**src/rtl/mux_scan_ctrl.sv**
```systemverilog
// Scan controller for a 2-bit 4:1 selector: steps the select through all four
// channels, captures the selector output per channel and hands the frame off.
module mux_scan_ctrl #(
  parameter int DIV      = 4,
  parameter int DATA_LEN = 2
) (
  input  logic                  clk,
  input  logic                  rst,
  input  logic                  start,
  input  logic                  manual,
  input  logic [1:0]            man_sel,
  output logic [1:0]            Y,
  input  logic [DATA_LEN-1:0]   F,
  output logic [4*DATA_LEN-1:0] frame,
  output logic                  frame_valid,
  input  logic                  frame_ready,
  output logic                  busy,
  output logic [1:0]            dbg_state
);

  localparam logic [1:0] IDLE = 2'd0;
  localparam logic [1:0] SCAN = 2'd1;
  localparam logic [1:0] DONE = 2'd2;

  localparam logic [7:0] CNT_LAST = 8'(DIV - 1);

  logic [1:0] state;
  logic [1:0] ch;
  logic [7:0] cnt;

  assign dbg_state = state;

  // Frame handshake: frame is held stable while frame_valid is high; the frame
  // is consumed on the rising edge where frame_valid && frame_ready.
  always_ff @(posedge clk or posedge rst) begin
    if (rst) begin
      state       <= IDLE;
      Y           <= 2'd0;
      ch          <= 2'd0;
      cnt         <= 8'd0;
      frame       <= '0;
      frame_valid <= 1'b0;
      busy        <= 1'b0;
    end else begin
      case (state)
        IDLE: begin
          if (start) begin
            state <= SCAN;
            Y     <= 2'd0;
            ch    <= 2'd0;
            cnt   <= 8'd0;
            busy  <= 1'b1;
          end else begin
            Y <= manual ? man_sel : 2'd0;
          end
        end
        SCAN: begin
          if (cnt == CNT_LAST) begin
            // Y has been stable for DIV full cycles, so F has settled.
            cnt <= 8'd0;
            frame[int'(ch)*DATA_LEN +: DATA_LEN] <= F;
            if (ch == 2'd3) begin
              state       <= DONE;
              frame_valid <= 1'b1;
            end else begin
              ch <= ch + 2'd1;
              Y  <= ch + 2'd1;
            end
          end else begin
            cnt <= cnt + 8'd1;
          end
        end
        DONE: begin
          if (frame_ready) begin
            state       <= IDLE;
            frame_valid <= 1'b0;
            busy        <= 1'b0;
            Y           <= manual ? man_sel : 2'd0;
          end
        end
        default: begin
          state       <= IDLE;
          frame_valid <= 1'b0;
          busy        <= 1'b0;
          Y           <= 2'd0;
        end
      endcase
    end
  end

endmodule

```
**config.mk**
```make
export PLATFORM = sky130hd
export DESIGN_NAME = mux_scan_ctrl
export DESIGN_NICKNAME = d
export VERILOG_FILES = /design/src/rtl/mux_scan_ctrl.sv
export SDC_FILE = /design/constraint.sdc
export NUM_CORES = 1
export LEC_CHECK = 0
export BUFFER_PORTS_ARGS = -buffer_cell sky130_fd_sc_hd__buf_2
export CORE_MARGIN = 4
export CORE_UTILIZATION = 50
export DETAILED_ROUTE_END_ITERATION = 8
export GPL_ROUTABILITY_DRIVEN = 0
export GPL_TIMING_DRIVEN = 0
export PLACE_DENSITY = 0.69
export SETUP_SLACK_MARGIN = 0.3
export SLEW_MARGIN = 20
export SYNTH_ARGS = -nofsm -noshare
export SYNTH_HDL_FRONTEND = slang
export SYNTH_SLANG_ARGS = --single-unit
```
**constraint.sdc**
```tcl
create_clock -name clk -period 1.92 [get_ports clk]
set_input_delay 0.384 -clock clk [delete_from_list [all_inputs] [get_ports clk]]
set_output_delay 0.384 -clock clk [all_outputs]
set_load 0.01 [all_outputs]
```
==> results of run 1 <==
==> synth_stat cells (3+ instances only) <==
| library cell | number | area share [%] |
|---|---|---|
| dfrtp_1 | 24 | 44 |
| nor3_1 | 8 | 3.0 |
| mux2_4 | 6 | 6.7 |
| o21ai_0 | 11 | 4.1 |
| nand2_1 | 19 | 5.3 |
| nand3_1 | 5 | 1.8 |
| nor2_1 | 4 | 1.1 |
| mux2i_1 | 3 | 2.2 |
| nand2_4 | 3 | 2.5 |
| inv_1 | 6 | 1.7 |
| ha_1 | 6 | 5.6 |
| a21oi_1 | 4 | 1.5 |
==> area by class of cell <==
type                    instances  area, µm²  share of cell area [%]
plain buffers                   6      50.05                   3.049
clock buffers                   4      36.28                   2.210
inverters                       6      22.52                   1.372
multi-input cells              96      715.7                   43.60
flip-flops and latches         24      601.8                   36.66
well taps                      30      37.54                   2.287
repair buffers                 31      177.7                   10.82
==> worst max-delay path, cell delays in order, from the launching register on <==
cell	delay, ps
dfrtp_1	380
ha_2	200
nor4b_4	250
and3_1	210
buf_6	150
nand2_4	70
mux2_4	300
==> layout by cell type (no fill, tap or decap), types with 4 or more instances in the layout <==
cell type,synthesis,final
dfrtp_1,24,23
mux2_4,6,8
o21ai_0,11,11
buf_4,0,10
inv_1,6,6
nand2_1,19,19
nor2_1,4,4
nand3_1,5,5
ha_1,6,5
buf_2,2,23
nor3_1,8,6
==> registers in the layout, indices dropped and copies added (netlist names) <==
register,cells
frame,8
busy,1
Y,2
ch,2
dbg_state,2
cnt,8
frame_valid,1
==> logic make-up after synthesis <==
| kind of cell | count (synthesis) | synth area share (%) |
|---|---|---|
| simple gates | 53 | 22.76 |
| compound gates | 24 | 10.73 |
| flops | 24 | 44.40 |
| buf+inv | 12 | 4.717 |
| mux | 11 | 10.55 |
| fa+ha+maj | 6 | 5.550 |
| xor+xnor | 2 | 1.295 |
==> through the flow <==
| step | utilization (%) | total power, mW | worst slack [ps] | cell area, µm² | hold WS (ps) |
|---|---|---|---|---|---|
| 5_1_grt | 65.08 | 2.147 | 158.1 | 1642 | 291.8 |
| 3_5_place_dp | 59.47 | 1.540 | 183.3 | 1500 | 459.4 |
| 6_report | 65.08 | 1.975 | 252.6 | 1642 | 236.1 |
| 3_3_place_gp | 59.47 | 1.504 | 208.4 | 1500 | 454.3 |
| 4_1_cts | 63.54 | 1.922 | 232.9 | 1603 | 272.9 |
| 2_1_floorplan | - | 1.353 | 314.1 | 1353 | 398.6 |
==> how the worst max path moves through the flow <==
stage / startpoint / end / slack (ps)
after detailed placement: cnt[0] / frame[6] / 180
after global routing: cnt[0] / ch[1] / 160
after CTS: cnt[3] / frame[6] / 230
after floorplan: dbg_state[1] / frame[6] / 310
after global placement: cnt[0] / frame[7] / 210
final: cnt[0] / frame[0] / 250
==> routing by layer <==
layer | GRT usage, % | routed length (µm) | vias up
met4 | 6.646 | 52 | 0
met2 | 29.01 | 1349 | 34
met5 | 0 | 0 | -
met3 | 3.240 | 125 | 7
met1 | 22.19 | 1264 | 508
li1 | - | - | 534
==> report_power, final <==
| group | leakage [nW] | switching [mW] | internal, mW |
|---|---|---|---|
| logic | 0.525 | 0.471 | 0.460 |
| clock network | 0.0210 | 0.152 | 0.116 |
| registers | 0.296 | 0.126 | 0.650 |
| total | 0.842 | 0.749 | 1.23 |
==> repair_timing <==
action | in CTS | in global routing
hold buffers | 0 | 0
cloned | 0 | 0
pin swaps | 4 | 2
endpoints found under the setup margin | 12 | 21
resized for setup | 7 | 5
setup buffers | 6 | 3
==> flow_summary.toml, run 1 <==
[outcome]
status = "completed"

[timing]
max_slew_margin_pct = 39.20
fmax_mhz = 599.7
rsz0062_at_grt = "true"
finalMaxSlewViolations = 0
skew_ps = 8.009
hold_viol_final = 0
tightest_slew_ps = 911.1
period_needed_ps = 1667
finalCritPeriodShare_pct = 86.85
tns_ps = 0
setup_viol = 0

[job]
max-cap-violations = 0

[drt]
totalWireLength_mm = 2.790
drcViolationCount = 0
ant_nets = 0
firstDrtPassIters = 4
dr.first_iter.drc_count = 25
num_vias = 1083
wl_per_cell_um = 14.16
via_per_inst = 5.497

[power]
p_leak_nw = 0.8422
p_per_area_mw_per_mm2 = 1203
ir_worst_vdd_v = 0.0007738

[synth]
synth_seq_cells = 24
avgSynthCellArea_um2 = 10.25
synth.distinct_cells = 36
async_reset_ff_share_pct = 100.0
synth_ff_type = "dfrtp_1"
syn_inst = 132
syn_nets = 147
synth-seq-area-share_pct = 44.40
ys_warn_count = 0
syn_area_mm2 = 0.001353
synth_edf_count = 0

[finish]
fillers = 200
num-nets-final = 183
drive_gt1_share_pct = 37.13
instances_no_fill = 197
area_growth_pct = 21.37
diodes = 0

[worst_setup_path]
critPathArrivalTime_ps = 1880
crit_path_end_kind = "flop"
critPathKind = "flop to flop"
crit_required_ps = 2130
critPathMaxFanout = 7
regToRegEndpoint = "frame[0]"
reg2reg_from = "cnt[0]"
r2r_setup_slack_ps = 250
cp-start-kind = "flop"
r2r_cells = 6

[grt]
grt_max_degree = 25
grt_overflow = 0
track_usage_pct = 17.41
antenna_found_initial = 0
grt_pass1_wl_mm = 4.719
grt_pass1_vias = 1107

[placement]
numPortBuffers = 22
place_inst = 184
dp_hpwl_mm = 1.981

[floorplan]
rows = 18
start_util_pct = 53.62
die_y_um = 60.01
core_mm2 = 0.002522
die_w_um = 60.01
pin_count = 23
die_area_mm2 = 0.003601

[cts]
htreeDepth = 1
clkSinkCount = 24
clockBufferDepth = 2
cts-buffers-inserted = 3
clk_latency_ps = 320
cts_root_buf = "clkbuf_4"
cts_tree = "yes"
clk_pin_slew_ps = 130

[hold_path]
min_path_type = "primary input to async pin"
No activity file was read; power rests on OpenSTA's default activity.
==> run 2: changes to the inputs <==
SETUP_SLACK_MARGIN = 0.1   (was 0.3)
SLEW_MARGIN = not set   (was 20)
==> run 2 against run 1 <==
Compared with the run above: die area is the same; worst hold slack got worse by 16 ps; non-clock buffer count is 7 lower; largest cell class unchanged; largest power group is now registers.
==> flow_summary.toml, run 2 (synthesis gave the netlist of run 1 again) <==
[outcome]
status = "completed"

[worst_setup_path]
worst_path_max_delay_cell = "dfrtp_1"
critPathMaxFanout = 10
critPathArrivalTime_ps = 1950
path_delay_family = "buffers and inverters"
cpPeakStageDelay_ps = 400
critPathKind = "flop to flop"
cp-start-kind = "flop"
path_buf_inv = 3
crit_required_ps = 2150
crit_path_end_kind = "flop"
crit_chain = "buf_2 > nor2b_1 > clkbuf_2 > and3_1 > buf_6 > nand2_4 > mux2_4"

[power]
p_total_mw = 1.866
p_sw_uw = 728.6
sw_frac_of_total_pct = 39.05
ir_worst_vdd_v = 0.0007786
power_frac_seq_pct = 42.9
p_leak_nw = 0.7950
combPwrFrac_pct = 42.5
pwr-share-clk_pct = 14.6
intPower_mw = 1.137
p_per_area_mw_per_mm2 = 1185

[grt]
antenna_found_initial = 0
grt_pass1_vias = 1063
grt_pass1_wl_mm = 4.533
grt_overflow = 0
grt_max_degree = 25
track_usage_pct = 16.73

[timing]
whs_ps = 219.8
tns_ps = 0
setup_viol = 0
rsz0062_at_grt = "false"
setup_slack_ps = 200.7
tightest_slew_ps = 888.4
fmax_mhz = 581.6
period_needed_ps = 1719
max_slew_margin_pct = 40.71
finalCritPeriodShare_pct = 89.55
hold_viol_final = 0
skew_ps = 5.026
finalMaxSlewViolations = 0

[cts]
cts_root_buf = "clkbuf_4"
cts_tree = "yes"
htreeDepth = 1
clk_latency_ps = 320
cts-buffers-inserted = 3
clk_pin_slew_ps = 130
clkSinkCount = 24
clockBufferDepth = 2

[finish]
largest_registers = "cnt x8, frame x8"
instances_no_fill = 190
final_cell_area_mm2 = 0.001574
fillers = 215
area_growth_pct = 16.37
layout_commonest_cell = "buf_2"
multiInputGateArea_um2 = 709.4
num-nets-final = 176
layout_common_cells = "buf_2, dfrtp_1, nand2_1, o21ai_0, nor3_1"
diodes = 0
final_util_pct = 62.40
drive_gt1_share_pct = 33.13
regArea_um2 = 601.8

[drt]
num_vias = 1052
dr.first_iter.drc_count = 30
via_per_inst = 5.537
totalWireLength_mm = 2.682
wl_per_cell_um = 14.12
drcViolationCount = 0
ant_nets = 0
firstDrtPassIters = 4

[hold_path]
min_path_type = "primary input to async pin"

[placement]
numPortBuffers = 22
dpl_cell_area_mm2 = 0.001500
place_inst = 184
dp_hpwl_mm = 1.981
place_ws_ps = 183.3

[job]
max-cap-violations = 0

[floorplan]
die_y_um = 60.01
pin_count = 23
start_util_pct = 53.62
core_mm2 = 0.002522
rows = 18
die_w_um = 60.01
die_area_mm2 = 0.003601
[run 2: cell type report]
class,instances,area share (%)
clock buffers,4,2.305
repair buffers,24,7.949
plain buffers,6,2.623
multi-input cells,96,45.07
flip-flops and latches,24,38.24
inverters,6,1.431
well taps,30,2.385
[run 2: worst register-to-register path: stages (launching register included)]
cell	delay, ps
dfrtp_1	400
buf_2	170
nor2b_1	120
clkbuf_2	210
and3_1	190
buf_6	150
nand2_4	80
mux2_4	300
[run 2: timing repair]
action,CTS,global route
hold endpoints to repair,0,0
gates resized for setup,0,5
endpoints found under the setup margin,0,12
hold buffers,0,0
buffers inserted,0,2
[run 2: worst paths after layout]
kind,startpoint,to,slack (ps),depth (start not counted)
max,dbg_state[1],frame[7],200,7
min,rst,frame[6],220,2
max reg2reg,dbg_state[1],frame[7],200,7
min reg2reg,frame[5],frame[5],490,1
max in group asynchronous,rst,ch[0],1100,2
min in group clk,frame_ready,frame_valid,380,4
[run 2: power groups by stage]
| stage | Clock (mW) | Sequential (mW) | Combinational, mW |
|---|---|---|---|
| after floorplan | 0 | 0.791 | 0.562 |
| after global placement | 0 | 0.788 | 0.717 |
| after detailed placement | 0 | 0.796 | 0.744 |
| after CTS | 0.279 | 0.787 | 0.745 |
| after global routing | 0.301 | 0.827 | 0.902 |
| final | 0.273 | 0.800 | 0.793 |
[run 2: routing by layer]
layer	track usage, %	routed length, µm
met4	6.646	44
met1	21.52	1242
met5	0	0
met3	3.240	127
met2	27.47	1268
==> run 3: changes to the inputs <==
PLACE_DENSITY = 0.72   (was 0.69)
==> run 3 against run 2 <==
Compared with the run above: total power down 2.9%; worst hold slack better by 26 ps; first-iteration DRC count up 13%; core utilization down 1.0 points; clock skew down 2.9 ps; non-clock buffer count down 1; critical path type unchanged; critical endpoint is now Y[0]; largest power group unchanged.
==> flow_summary.toml, run 3 (synthesis gave the netlist of run 1 again) <==
[floorplan]
die_area_mm2 = 0.003601
pin_count = 23
rows = 18
die_w_um = 60.01
die_y_um = 60.01
start_util_pct = 53.62
core_mm2 = 0.002522

[worst_setup_path]
critPathKind = "flop to flop"
critPathMaxFanout = 5
worst_path_max_delay_cell = "dfrtp_1"
crit_required_ps = 2130
cp-start-kind = "flop"
critPathArrivalTime_ps = 1940
crit_path_end_kind = "flop"
cpPeakStageDelay_ps = 420
crit_chain = "ha_2 > nor4b_4 > nand3b_1 > a21oi_1 > mux2_2"

[placement]
dpl_cell_area_mm2 = 0.001500
dp_hpwl_mm = 2.029
numPortBuffers = 22

[drt]
via_per_inst = 5.455
totalWireLength_mm = 2.637
drcViolationCount = 0
ant_nets = 0
num_vias = 1031
wl_per_cell_um = 13.95
firstDrtPassIters = 4
dr.first_iter.drc_count = 34

[finish]
layout_commonest_cell = "buf_2"
area_growth_pct = 14.43
num-nets-final = 175
largest_registers = "cnt x8, frame x8"
final_cell_area_mm2 = 0.001548
layout_common_cells = "buf_2, dfrtp_1, nand2_1, o21ai_0, nor3_1"
drive_gt1_share_pct = 31.45
diodes = 0

[power]
p_leak_nw = 0.7870
p_per_area_mw_per_mm2 = 1171
combPwrFrac_pct = 42.0
sw_frac_of_total_pct = 38.55
power_frac_seq_pct = 43.7
p_sw_uw = 698.4
pwr-share-clk_pct = 14.4
intPower_mw = 1.113
ir_worst_vdd_v = 0.0007491

[outcome]
status = "completed"

[grt]
antenna_found_initial = 0
grt_max_degree = 25
grt_overflow = 0
grt_pass1_vias = 1070
grt_pass1_wl_mm = 4.643
track_usage_pct = 17.12

[timing]
setup_viol = 0
finalCritPeriodShare_pct = 90.25
skew_ps = 2.094
rsz0062_at_grt = "true"
max_slew_margin_pct = 40.54
fmax_mhz = 577.1
period_needed_ps = 1733
finalMaxSlewViolations = 0
tightest_slew_ps = 890.9
tns_ps = 0
hold_viol_final = 0

[cts]
cts_root_buf = "clkbuf_4"
clkSinkCount = 24
cts-buffers-inserted = 3
cts_tree = "yes"
clk_pin_slew_ps = 130
htreeDepth = 1
clk_latency_ps = 300
clockBufferDepth = 2

[hold_path]
min_path_type = "primary input to async pin"

[job]
max-cap-violations = 0
[run 3: power groups by stage]
stage	sequential (mW)	clock, mW	combinational [mW]
floorplan	0.791	0	0.562
global placement	0.789	0	0.718
detailed placement	0.795	0	0.744
CTS	0.789	0.267	0.750
global route	0.825	0.297	0.865
finish	0.791	0.260	0.760
[run 3: what timing repair did]
item | in CTS | in global routing
setup endpoints to repair | 0 | 12
resized for setup | 0 | 2
buffers inserted | 0 | 1
hold endpoints to repair | 0 | 0
hold buffers | 0 | 0
[run 3: area by class of cell]
type	instances	area [µm²]
plain buffers	6	41.29
flip-flops and latches	24	601.8
well taps	30	37.54
repair buffers	23	117.6
fillers	226	974.7
clock buffers	4	36.28
multi-input cells	96	690.7
inverters	6	22.52
[run 3: metrics by stage]
stage	cells	utilization, %	setup slack [ps]	total power, mW	hold WS (ps)
finish	189	61.36	187.2	1.812	246.2
global route	189	61.36	97.07	1.988	309.0
CTS	188	60.91	153.9	1.806	277.1
detailed placement	184	59.47	180.7	1.539	473.6
global placement	184	59.47	210.3	1.506	459.2
floorplan	132	-	314.1	1.353	398.6
[run 3: worst max-delay path, delay by kind of cell (launching register included)]
kind / cells / cell delay [ps]
AOI/OAI and AO/OA: 1 / 260
adders and majority gates: 1 / 200
DFF: 1 / 420
muxes: 1 / 360
and+or+nand+nor: 2 / 380
[run 3: worst paths after layout]
kind | from | to | slack (ps) | cells past startpoint
max | cnt[0] | Y[0] | 190 | 5
min | rst | cnt[4] | 250 | 2
max reg2reg | cnt[0] | Y[0] | 190 | 5
min reg2reg | frame[5] | frame[5] | 500 | 1
max in group asynchronous | rst | ch[0] | 1070 | 2
min in group clk | frame_ready | frame_valid | 390 | 4
[run 3: metal layers]
layer / up-vias / share of wire, % / GRT usage [%] / routed length [µm]
met5: - / 0 / 0 / 0
met4: 0 / 0.72 / 5.380 / 19
met3: 2 / 5.0 / 3.672 / 133
met2: 26 / 48 / 26.54 / 1260
met1: 484 / 46 / 23.81 / 1224
li1: 519 / - / - / -
